### config.mk
export PLATFORM = sky130hd
export DESIGN_NAME = mesh_feed_ctrl
export DESIGN_NICKNAME = d
export VERILOG_FILES = /design/src/rtl/mesh_ctrl_pkg.sv /design/src/rtl/mesh_skew_line.sv /design/src/rtl/mesh_feed_ctrl.sv
export SDC_FILE = /design/constraint.sdc
export NUM_CORES = 1
export LEC_CHECK = 0
export CORE_ASPECT_RATIO = 2
export CORE_MARGIN = 1
export CORE_UTILIZATION = 52
export CTS_CLUSTER_DIAMETER = 100
export CTS_CLUSTER_SIZE = 12
export DETAILED_ROUTE_END_ITERATION = 6
export GPL_TIMING_DRIVEN = 0
export PLACE_DENSITY = 0.81
export REMOVE_ABC_BUFFERS = 1
export SLEW_MARGIN = 20
export SYNTH_ARGS = -nofsm -noshare
export SYNTH_HDL_FRONTEND = slang
export SYNTH_SLANG_ARGS = --single-unit
### constraint.sdc
create_clock -name clk -period 5.3 [get_ports clk]
set_clock_uncertainty 0.05 [all_clocks]
set_input_delay 1.325 -clock clk [delete_from_list [all_inputs] [get_ports clk]]
set_output_delay 1.325 -clock clk [all_outputs]
set_load 0.05 [all_outputs]
### src/rtl/mesh_ctrl_pkg.sv
// Shared types and constants for the mesh feed controller and its skew lines.
package mesh_ctrl_pkg;

   localparam int unsigned MESH_ROWS_DEF = 4;
   localparam int unsigned IN_W_DEF      = 8;
   localparam int unsigned DRAIN_CNT_W   = 8;

   typedef enum logic [1:0] {
      ST_IDLE  = 2'd0,
      ST_FEED  = 2'd1,
      ST_DRAIN = 2'd2
   } feed_state_e;

   // Drain length: skew flush plus extra cycles, never shorter than one cycle.
   function automatic logic [DRAIN_CNT_W-1:0] drain_load(input int unsigned rows,
                                                         input int unsigned extra);
      int unsigned n;
      n = rows - 1 + extra;
      if (n == 0) n = 1;
      return DRAIN_CNT_W'(n);
   endfunction

endpackage

### src/rtl/mesh_skew_line.sv
// Per-lane delay line: DEPTH register stages carrying a/b/d/valid/prop.
// A cycle without push enters as a zero bubble.
module mesh_skew_line #(
   parameter int unsigned DEPTH = 1,
   parameter int unsigned IN_W  = 8
) (
   input  logic            clk,
   input  logic            resetn,
   input  logic            push,
   input  logic [IN_W-1:0] a,
   input  logic [IN_W-1:0] b,
   input  logic [IN_W-1:0] d,
   input  logic            prop,
   output logic [IN_W-1:0] skew_a,
   output logic [IN_W-1:0] skew_b,
   output logic [IN_W-1:0] skew_d,
   output logic            skew_valid,
   output logic            skew_prop
);

   logic [DEPTH-1:0][IN_W-1:0] a_sr;
   logic [DEPTH-1:0][IN_W-1:0] b_sr;
   logic [DEPTH-1:0][IN_W-1:0] d_sr;
   logic [DEPTH-1:0]           v_sr;
   logic [DEPTH-1:0]           p_sr;

   always_ff @(posedge clk or negedge resetn) begin
      if (!resetn) begin
         a_sr <= '0;
         b_sr <= '0;
         d_sr <= '0;
         v_sr <= '0;
         p_sr <= '0;
      end else begin
         a_sr[0] <= push ? a : '0;
         b_sr[0] <= push ? b : '0;
         d_sr[0] <= push ? d : '0;
         v_sr[0] <= push;
         p_sr[0] <= push ? prop : 1'b0;
         for (int unsigned k = 1; k < DEPTH; k++) begin
            a_sr[k] <= a_sr[k-1];
            b_sr[k] <= b_sr[k-1];
            d_sr[k] <= d_sr[k-1];
            v_sr[k] <= v_sr[k-1];
            p_sr[k] <= p_sr[k-1];
         end
      end
   end

   assign skew_a     = a_sr[DEPTH-1];
   assign skew_b     = b_sr[DEPTH-1];
   assign skew_d     = d_sr[DEPTH-1];
   assign skew_valid = v_sr[DEPTH-1];
   assign skew_prop  = p_sr[DEPTH-1];

endmodule

### src/rtl/mesh_feed_ctrl.sv
// Feeds tiles of rows into a systolic mesh with per-lane skew and drain control.
// Optional perf counters enabled by defining MESH_FEED_CTRL_PERF_EN.
module mesh_feed_ctrl
   import mesh_ctrl_pkg::*;
#(
   parameter int unsigned MESH_ROWS   = MESH_ROWS_DEF,
   parameter int unsigned IN_W        = IN_W_DEF,
   parameter int unsigned DRAIN_EXTRA = 2
) (
   input  logic                           clk,
   input  logic                           resetn,
   input  logic                           in_valid,
   output logic                           in_ready,
   input  logic [MESH_ROWS-1:0][IN_W-1:0] in_a,
   input  logic [MESH_ROWS-1:0][IN_W-1:0] in_b,
   input  logic [MESH_ROWS-1:0][IN_W-1:0] in_d,
   input  logic                           in_last,
   output logic [MESH_ROWS-1:0][IN_W-1:0] mesh_a,
   output logic [MESH_ROWS-1:0][IN_W-1:0] mesh_b,
   output logic [MESH_ROWS-1:0][IN_W-1:0] mesh_d,
   output logic [MESH_ROWS-1:0]           mesh_valid,
   output logic [MESH_ROWS-1:0]           mesh_prop,
   output logic                           busy,
   output logic                           tile_done
`ifdef MESH_FEED_CTRL_PERF_EN
   ,
   output logic [31:0]                    perf_busy_cycles,
   output logic [15:0]                    perf_tiles
`endif
);

   localparam logic [DRAIN_CNT_W-1:0] DRAIN_LOAD = drain_load(MESH_ROWS, DRAIN_EXTRA);
   localparam logic [DRAIN_CNT_W-1:0] CNT_ONE    = DRAIN_CNT_W'(1);
   localparam logic [DRAIN_CNT_W-1:0] CNT_TWO    = DRAIN_CNT_W'(2);

   feed_state_e            state;
   logic [DRAIN_CNT_W-1:0] drain_cnt;
   logic                   parity;
   logic                   accept_c;

   assign accept_c = in_valid && in_ready;

   // Control FSM; tile_done is raised for the final DRAIN cycle.
   always_ff @(posedge clk or negedge resetn) begin
      if (!resetn) begin
         state     <= ST_IDLE;
         drain_cnt <= '0;
         parity    <= 1'b0;
         in_ready  <= 1'b1;
         busy      <= 1'b0;
         tile_done <= 1'b0;
      end else begin
         tile_done <= 1'b0;
         case (state)
            ST_IDLE, ST_FEED: begin
               if (accept_c) begin
                  busy <= 1'b1;
                  if (in_last) begin
                     state     <= ST_DRAIN;
                     drain_cnt <= DRAIN_LOAD;
                     parity    <= ~parity;
                     in_ready  <= 1'b0;
                     tile_done <= (DRAIN_LOAD == CNT_ONE);
                  end else begin
                     state <= ST_FEED;
                  end
               end
            end
            ST_DRAIN: begin
               if (drain_cnt <= CNT_ONE) begin
                  state     <= ST_IDLE;
                  drain_cnt <= '0;
                  in_ready  <= 1'b1;
                  busy      <= 1'b0;
               end else begin
                  drain_cnt <= drain_cnt - CNT_ONE;
                  tile_done <= (drain_cnt == CNT_TWO);
               end
            end
            default: begin
               state     <= ST_IDLE;
               drain_cnt <= '0;
               in_ready  <= 1'b1;
               busy      <= 1'b0;
            end
         endcase
      end
   end

   // Lane i is delayed i+1 cycles so the mesh sees a diagonal wavefront.
   for (genvar i = 0; i < MESH_ROWS; i++) begin : g_lane
      mesh_skew_line #(
         .DEPTH (i + 1),
         .IN_W  (IN_W)
      ) u_skew (
         .clk        (clk),
         .resetn     (resetn),
         .push       (accept_c),
         .a          (in_a[i]),
         .b          (in_b[i]),
         .d          (in_d[i]),
         .prop       (parity),
         .skew_a     (mesh_a[i]),
         .skew_b     (mesh_b[i]),
         .skew_d     (mesh_d[i]),
         .skew_valid (mesh_valid[i]),
         .skew_prop  (mesh_prop[i])
      );
   end

`ifdef MESH_FEED_CTRL_PERF_EN
   // Busy-cycle count saturates; tile count wraps.
   always_ff @(posedge clk or negedge resetn) begin
      if (!resetn) begin
         perf_busy_cycles <= '0;
         perf_tiles       <= '0;
      end else begin
         if (busy && (perf_busy_cycles != '1)) perf_busy_cycles <= perf_busy_cycles + 32'd1;
         if (tile_done) perf_tiles <= perf_tiles + 16'd1;
      end
   end
`endif

endmodule

==> impl_results.md <==
* Outcome: complete, no violations
* Post-Layout Inst Area at 10,600 um^2
* Final HPWL DP at 9920 um
* Initial antenna violation count at 2
* Async S/R FF share, synth at 1.00
* Worst vdd ir at between 0.0003 and 0.0004 V
* FP Rows at 64
* Power Density at 342 nW/um^2
* CP max-delay cell: dfstp_4
* Starting Density at 0.535
* Hold WC Path Type: flop to flop
* FMAX at 0.252 GHz
* Postcts setup bufs at 0
* Worst hold margin at 282 ps
* Placer Congestion at 0.799
* Number of enable flip-flop cells after synthesis at 0
* Fill cells at 1,035
* Dpl cell area at approximately 9900 um^2
* Crit path capture type: output pin
* First-pass GRT wire length at 24,500 um
* CP max FO at 101
* Critical Path AT at 2590 ps
* Tightest Pin Transition at slightly above 800 ps
* Sequential share of the synthesized area at 0.797
* Final count of pins violating max slew at 0
* Post-DRT Antenna Nets at 0
* Die area at 16,400 um^2
* Crit Path Class: flop to output pin
* Post-synth top area share at 0.794
* Crit path max-delay family: flip-flops
* DR iter-0 viols at 176
* Number of I/O port buffers at 206
* Vias in the first global route at about 4,700
* Slew headroom at 0.458
* Setup TNS Final at 0 ps
* Largest net degree at the start of global routing at 104
* Cts bufs inserted at 25
* Most common cell in the netlist: dfrtp_1
* Die H at 180 um
* Clk root buf: clkbuf_16
* P&R area growth vs syn at 28.5%
* CTS Sinks at between 200 and 300
* Worst EP required at 3920 ps
* Post-synthesis cell area at 8230 um^2
* P_leak at 5.47 nW
* H-Tree Depth at 1
* Vias per inst at 4.97
* Clock tree buffer depth at 3
* Hold_buf cts at 0
* Synth warn at 0
* Distinct cells, synth at 34
* Gr ovfl total at 0
* Minimum clock period at 3960 ps
* WL per Instance at 17.9 um
* RSZ-0062 raised after global routing: false
* Largest stage delay on the critical path at 1090 ps
* Cell taking the most area after synthesis: dfrtp_1
* Core ar. at 15,400 um^2
* Largest cells by area after synthesis: dfrtp_1, and3_1, buf_4
* Crit-path cells: clkdlybuf4s50_1
* TritonCTS clock tree: built
* Final Hold Viols at 0
* Max_cap viols at 0
* Cells after Synth at 521
* Main synth FF type: dfrtp_1
* Post_cts resized at 0
* Routed WL at 15,300 um
* Avg Inst Size Synth at 15.8 um^2
* CP bufs+invs at 1
* Nets at 757
* Die X at ~91 um
* Global-route usage over all layers at 0.196
* I/O pin total at 207
* Crit share post-route at 0.747
* Endpoints failing setup at 0
* Startpoint types: flop
* TritonRoute pass-1 iters at 4
* FF+latch count, synth at about 260
* Share of layout cells above drive strength 1 at 0.0550
* DRC Markers at 0
* Via count at 4,247
* Reg clk slew, reported paths at 60 ps
* Clock latency on the worst-skew pair at 510 ps
* Most frequent cells after synthesis: dfrtp_1, and3_1, buf_4
==> per-layer routing <==
layer  GRT usage  vias to the layer above  share of wire
met4       0.130                        0          0.064
met5           0                        -              0
met2       0.342                      167           0.54
met3      0.0415                       61          0.055
met1       0.210                     2140           0.34
li1            -                     1879              -
==> area by class of cell <==
type / instances / area (um^2) / area share
Sequential cell: 262 / 6560 / 0.621
Timing Repair Buffer: 208 / 2120 / 0.201
Multi-Input combinational cell: 154 / 973 / 0.0921
Clock buffer: 27 / 643 / 0.0608
Tap cell: 198 / 248 / 0.0234
Inverter: 3 / 11.3 / 0.00107
Clock inverter: 1 / 8.76 / 0.000829
Antenna cell: 2 / 5.00 / 0.000473
==> final timing paths <==
path | from | to | slack [ps] | cells after the start
setup / recovery | in_ready$_DFFE_PN1P_ | in_ready | 1340 | 1
min in group asynchronous | resetn | g_lane[1].u_skew.skew_a[6]$_DFF_PN0_ | 800 | 1
hold / removal | g_lane[1].u_skew.b_sr[2]$_DFF_PN0_ | g_lane[1].u_skew.skew_b[2]$_DFF_PN0_ | 280 | 0
setup reg to reg | in_ready$_DFFE_PN1P_ | drain_cnt[6]$_DFFE_PN0P_ | 3070 | 4
hold reg to reg | g_lane[1].u_skew.b_sr[2]$_DFF_PN0_ | g_lane[1].u_skew.skew_b[2]$_DFF_PN0_ | 280 | 0
max in group asynchronous | resetn | g_lane[3].u_skew.b_sr[15]$_DFF_PN0_ | 3540 | 2
==> cells in the final DEF, fill, tap and decap left out, types with 2 or more instances in the layout <==
cell	n
clkbuf_16	25
nand4_1	3
ha_1	3
nor3_1	2
and3_1	97
nand2b_1	2
nand2_1	10
dfrtp_1	261
inv_1	3
a21oi_1	6
clkdlybuf4s50_1	204
diode_2	2
o21ai_0	5
buf_16	2
o22ai_1	2
nor2_1	6
==> where the power goes <==
| part | total [mW] | internal, mW | leakage [nW] | switching, mW |
|---|---|---|---|---|
| sequential | 2.00 | 2.00 | 3.62 | 0 |
| clock | 1.50 | 0.847 | 0.321 | 0.649 |
| combinational | 0.121 | 0.0675 | 1.52 | 0.0539 |
| total | 3.62 | 2.92 | 5.47 | 0.703 |
==> kinds of logic after synthesis <==
group                      synth area share
AOI/OAI and AO/OA                    0.0144
xor gates and xnor gates            0.00213
adders and majority gates           0.00456
buffers and inverters                0.0846
DFF                                   0.797
and+or+nand+nor                      0.0972
==> flip-flops by register name, summed over array words and instances (netlist names), 2 cells and up <==
signal	flops
g_lane.u_skew.skew_d	32
g_lane.u_skew.a_sr	48
g_lane.u_skew.p_sr	4
g_lane.u_skew.skew_b	32
drain_cnt	8
state	2
g_lane.u_skew.d_sr	48
g_lane.u_skew.v_sr	4
g_lane.u_skew.skew_a	32
g_lane.u_skew.b_sr	48
==> metrics by stage <==
stage                     power, mW  std cells   util  setup slack, ps
after global placement         2.15        823  0.641            -7050
after CTS                      3.67        853  0.687             1330
final                          3.62        855  0.688             1340
after detailed placement       2.16        825  0.645             1880
after global routing           3.75        855  0.688             1250
after floorplan                2.04        419      -             2760
(Power assumes the default switching activity.)
